### config.mk
export PLATFORM = sky130hd
export DESIGN_NAME = reg_dump_reader
export DESIGN_NICKNAME = d
export VERILOG_FILES = /design/src/rtl/reg_dump_reader.sv
export SDC_FILE = /design/constraint.sdc
export NUM_CORES = 1
export LEC_CHECK = 0
export ABC_AREA = 1
export CORE_MARGIN = 2
export CORE_UTILIZATION = 37
export DETAILED_ROUTE_END_ITERATION = 10
export PLACE_DENSITY = 0.75
export SLEW_MARGIN = 10
export SYNTH_ARGS = -nofsm -noshare
export SYNTH_HDL_FRONTEND = slang
export SYNTH_SLANG_ARGS = --single-unit
### constraint.sdc
create_clock -name clk -period 1.3 [get_ports clk]
set_clock_uncertainty 0.15 [all_clocks]
set_input_delay 0.26 -clock clk [delete_from_list [all_inputs] [get_ports clk]]
set_output_delay 0.26 -clock clk [all_outputs]
set_load 0.005 [all_outputs]
### src/rtl/reg_dump_reader.sv
// Register-file dump reader: walks every register through a dedicated read
// port and streams {index, data} words out on a valid/ready interface.
module reg_dump_reader #(
    parameter int NUM_REGS = 8,
    parameter int SEL_W    = 3,
    parameter int DATA_W   = 16
) (
    input  logic              clk,
    input  logic              resetn,
    input  logic              start,
    input  logic              abort,
    output logic [SEL_W-1:0]  reg_sel,
    input  logic [DATA_W-1:0] reg_data,
    output logic              out_valid,
    input  logic              out_ready,
    output logic [SEL_W-1:0]  out_index,
    output logic [DATA_W-1:0] out_data,
    output logic              busy,
    output logic              done
);

    localparam logic [SEL_W-1:0] LAST = SEL_W'(NUM_REGS - 1);

    typedef enum logic [1:0] {
        IDLE,
        SEL,
        SEND,
        DONE
    } state_t;

    state_t              state_q, state_d;
    logic [SEL_W-1:0]    ptr_q, ptr_d;
    logic [SEL_W-1:0]    idx_q, idx_d;
    logic [DATA_W-1:0]   data_q, data_d;

    always_ff @(posedge clk or negedge resetn) begin
        if (!resetn) begin
            state_q <= IDLE;
            ptr_q   <= '0;
            idx_q   <= '0;
            data_q  <= '0;
        end else begin
            state_q <= state_d;
            ptr_q   <= ptr_d;
            idx_q   <= idx_d;
            data_q  <= data_d;
        end
    end

    always_comb begin
        state_d = state_q;
        ptr_d   = ptr_q;
        idx_d   = idx_q;
        data_d  = data_q;
        unique case (state_q)
            IDLE: begin
                // abort in IDLE masks start
                if (start && !abort) begin
                    state_d = SEL;
                    ptr_d   = '0;
                end
            end
            SEL: begin
                if (abort) begin
                    state_d = IDLE;
                    ptr_d   = '0;
                end else begin
                    idx_d   = ptr_q;
                    data_d  = reg_data;
                    state_d = SEND;
                end
            end
            SEND: begin
                if (abort) begin
                    state_d = IDLE;
                    ptr_d   = '0;
                end else if (out_ready) begin
                    if (ptr_q == LAST) begin
                        state_d = DONE;
                    end else begin
                        ptr_d   = ptr_q + SEL_W'(1);
                        state_d = SEL;
                    end
                end
            end
            DONE: begin
                state_d = IDLE;
                ptr_d   = '0;
            end
            default: begin
                state_d = IDLE;
                ptr_d   = '0;
            end
        endcase
    end

    assign reg_sel   = ptr_q;
    assign out_valid = (state_q == SEND);
    assign out_index = idx_q;
    assign out_data  = data_q;
    assign busy      = (state_q != IDLE);
    assign done      = (state_q == DONE);

endmodule

Yosys cells after proc, flatten, opt, wreduce, memory -nomap -nowiden
Index checks and enable logic that the tools add are counted.

Equality and inequality tests: 8. $add $sub $neg: 1. Multiplexer cells: 12. Reductions and logical operators: 7. Bitwise logic cells: 1.

Operators with widths (count): 3-bit two-way mux (5); 3-bit case mux with 4 select lines (1); 2-bit two-way mux (5); 2-bit case mux with 4 select lines (1); 2-bit == test, second input constant (2); 2-bit inequality test, second input constant (2); 2-bit AND reduction (2); 4-bit AND reduction (1); 3-bit by 1-bit adder with 3-bit output, second input constant (1); 3-bit == test, second input constant (1); 3-bit by 2-bit inequality test with 1-bit output, second input constant (1); 3-bit inequality test, second input constant (1); 2-bit by 1-bit == test with 1-bit output, second input constant (1); 2-bit zero test (1); 2-bit nonzero test (1); 1-bit logical AND (1); 1-bit zero test (1); 1-bit inverter (1).

Logic and storage cells: 33. Register bits: 24. Output and inout port bits: 25. Bits of input ports: 21.

Logic depth before layout (Yosys ltp)
Gate-level depths: netlist of run 1.

Depth after elaboration: 5. Depth in mapped cells: 9. Mapped depth without buffers: 9.

Worst setup path after synthesis of run 1
Ideal clock, no wire load.

Kind: register to register. From: register ptr_q[0] (netlist: reg_sel[0]). To: register ptr_q[0] (netlist: reg_sel[0]). Required time: 1.029 ns. Library setup time: 0.121 ns. Slack: -0.128 ns. Arrival time: 1.157 ns. Buffers on the path: 0. Cell stages (with the launch flop): 9. Cell sequence: dfrtp_1 > ha_1 > ha_1 > inv_1 > nor2_1 > nand2_1 > nand2_1 > o21bai_1 > nand2_1.

Cells in the longest elaborated chain, start to end: 5. Elaborated cells on any way between the ends: 8.

RTL lines: from (decl) (RTL line 32) `logic [SEL_W-1:0] ptr_q, ptr_d;`; from (signal assigned) (RTL line 44) `ptr_q <= ptr_d;`; 3-bit by 1-bit adder with 3-bit output (RTL line 81) `ptr_d = ptr_q + SEL_W'(1);`; 3-bit two-way mux (RTL line 78) `if (ptr_q == LAST) begin`; 3-bit two-way mux (RTL line 77) `end else if (out_ready) begin`; 3-bit two-way mux (RTL line 74) `if (abort) begin`; 3-bit case mux with 4 select lines (RTL line 55) `unique case (state_q)`.

Parallel ways exist; a longest one is shown, timed or not. The select of a mux whose other input is x is not followed. A chain may end at the register's enable or synchronous reset.

Worst setup path after layout of run 1
From: register ptr_q[1] (netlist: reg_sel[1]). To: register ptr_q[1] (netlist: reg_sel[1]).

The elaborated chain is that of the path after synthesis.

==> results of run 1 <==
-- registers in the layout (all words and copies together) (netlist names) --
register   count
out_data      16
state_q        2
out_index      3
reg_sel        3
-- worst max-delay path, delay by kind of cell (launching register included) --
family | cells | cell delay, ns
adders and majority gates | 2 | 0.30
AOI/OAI and AO/OA | 1 | 0.22
and+or+nand+nor | 4 | 0.30
DFF | 1 | 0.42
buffers and inverters | 2 | 0.19
-- synth_stat cells --
library cell   n  area share
inv_1         10       0.036
buf_4          1      0.0072
nand3_2        1      0.0096
nor2_1         8       0.029
inv_2          5       0.018
o21ai_1        5       0.024
nor2_2         2       0.012
buf_2          2      0.0096
nand2_1       58        0.21
dfrtp_1       24        0.57
a21oi_1        1      0.0048
nand3_1        5       0.024
o21bai_1       3       0.022
ha_1           2       0.024
-- worst paths after layout --
path                                      to  slack [ns]  cells after the start
min in group clk                 out_data[2]        0.31                      3
worst min register to register   out_data[6]        0.35                      2
worst max-delay path              reg_sel[1]       -0.39                      9
max in group asynchronous       out_index[0]        0.73                      2
worst max register to register    reg_sel[1]       -0.39                      9
worst min-delay path             out_data[7]        0.13                      2
-- cell families after synthesis --
logic type                 share of synthesized area
adders and majority gates                     0.0239
DFF                                            0.573
buffers and inverters                         0.0705
and+or+nand+nor                                0.282
AOI/OAI and AO/OA                             0.0502
-- layout make-up --
cell class                      instances  share of cell area
Sequential cell                        24               0.296
Timing Repair Buffer                   85               0.359
Clock buffer                            3              0.0111
Tap cell                               31              0.0191
Multi-Input combinational cell         85               0.267
Inverter                               15              0.0327
Clock inverter                          1              0.0148
-- power breakdown --
group | switching, mW | leakage [nW] | internal [mW] | total, mW
clock network | 0.229 | 0.0279 | 0.312 | 0.541
registers | 0.185 | 0.309 | 1.01 | 1.20
logic | 0.909 | 0.740 | 1.11 | 2.02
total | 1.32 | 1.08 | 2.43 | 3.76
-- through the flow --
stage | hold slack [ns] | power [mW]
3_3_place_gp | 0.311 | 2.49
5_1_grt | 0.128 | 3.97
4_1_cts | 0.113 | 3.15
3_5_place_dp | 0.317 | 2.55
2_1_floorplan | -0.186 | 1.69
6_report | 0.130 | 3.76
-- routing by layer --
layer,vias up,share of wire,track usage
li1,558,-,-
met1,541,0.37,0.230
met2,37,0.55,0.330
met3,10,0.045,0.0476
met4,0,0.036,0.0698
met5,-,0,0
-- timing repair --
item | in CTS | in global routing
setup endpoints to repair | 47 | 40
endpoints found under the hold margin | 0 | 0
pin swaps | 7 | 18
cloned | 1 | 0
buffers inserted | 17 | 11
resized for setup | 124 | 46
hold buffers | 0 | 0
==> impl_metrics.env, run 1 <==
export IMPL_fin_area_um2=2030
export IMPL_seq_area_um2=601
export IMPL_wl_um=3580
export IMPL_vias=1146
export IMPL_required_ns=1.37
export IMPL_period_share=1.30
export IMPL_die_h_um=57.2
export IMPL_placed_area_um2=1620
export IMPL_worst_pin_slew_ns=0.261
export IMPL_numCtsBuffers=3
export IMPL_overflow=0
export IMPL_maxCapViolCount=0
export IMPL_final_cell_mix="nand2_1 (33), dfrtp_1 (24), buf_2 (24), buf_4 (23), nand2_2 (21)"
export IMPL_die_area_um2=3270
export IMPL_nets=237
export IMPL_setup_viol=30
export IMPL_grtUsageTotal=0.191
export IMPL_drtAntennaViolNets=0
export IMPL_cts_tree="built"
export IMPL_max_freq_ghz=0.592
export IMPL_critPathKind="flip-flop to flip-flop"
export IMPL_stdcell_count=244
export IMPL_grt_setup_unrepaired="true"
export IMPL_worst_slack_ns=-0.390
export IMPL_grt_antenna_before_repair=0
export IMPL_rows=19
export IMPL_multi_input_area_um2=542
export IMPL_pin_count=46
export IMPL_dr_first_iter_drc_count=29
export IMPL_startpoint="reg_sel[1]"
export IMPL_clk_path_buf_depth=2
export IMPL_fillers=178
export IMPL_grt_max_degree=25
export IMPL_status="complete, but fails checks"
export IMPL_slew_headroom=0.825
export IMPL_cp_max_fo=4
export IMPL_r2r_start="reg_sel[1]"
export IMPL_min_path_type="input port to asynchronous set/reset pin"
export IMPL_cts_htree_levels=1
export IMPL_wl_per_cell_um=14.7
export IMPL_diodes=0
export IMPL_grt_pass1_wl_um=4770
export IMPL_p_per_area_nw_per_um2=1850
export IMPL_slowest_delay_ns=0.42
export IMPL_setup_tns_ns=-5.35
export IMPL_die_w_um=57.2
export IMPL_mostFrequentLayoutCell="nand2_1"
export IMPL_power_leakage_nw=1.08
export IMPL_dp_slack_ns=-0.303
export IMPL_clock_latency_ns=0.32
export IMPL_period_needed_ns=1.69
export IMPL_gp_routability_congestion=0.832
export IMPL_worstPathCellList="buf_6 > ha_4 > ha_4 > inv_2 > nor2_2 > nand2_1 > nand2_2 > o21bai_1 > nand2_1"
export IMPL_final_util=0.742
export IMPL_area_growth_pct=93.7
export IMPL_crit_path_end_kind="flip-flop"
export IMPL_dr_pass1_iters=4
export IMPL_via_per_inst=4.70
export IMPL_drive_gt1_frac=0.535
export IMPL_yosysUniqueCellTypes=14
export IMPL_slew_viol_final=0
export IMPL_cp_start_kind="flip-flop"
export IMPL_peakVddDrop_mv=1.34
export IMPL_ys_seq_area_frac=0.573
export IMPL_crit_arrival_ns=1.76
export IMPL_start_util=0.383
export IMPL_cts_root_buf="clkbuf_4"
export IMPL_synth_fp_nets=150
export IMPL_violations="setup timing"
export IMPL_syn_inst=127
export IMPL_hold_violations=0
export IMPL_yosys_register_bits=24
export IMPL_placed_cells=211
export IMPL_critPathSlowestCell="dfrtp_1"
export IMPL_post_dp_hpwl_um=1980
export IMPL_numPortBuffers=45
export IMPL_synth_warnings=0
export IMPL_drc=0
export IMPL_core_area_um2=2730
export IMPL_clk_pin_slew_ns=0.13
export IMPL_grt_pass1_vias=1086
export IMPL_syn_area_um2=1050
export IMPL_syn_avg_cell_area_um2=8.25
export IMPL_clock_sinks=24
(Power assumes the default switching activity.)
==> run 2, diff against run 1 <==
- CAP_MARGIN: default -> 40
- CTS_CLUSTER_DIAMETER: default -> 40
- SLEW_MARGIN: 10 -> 20
==> results of run 2 <==
The final DEF is identical to that of run 1; final timing and power are the same.
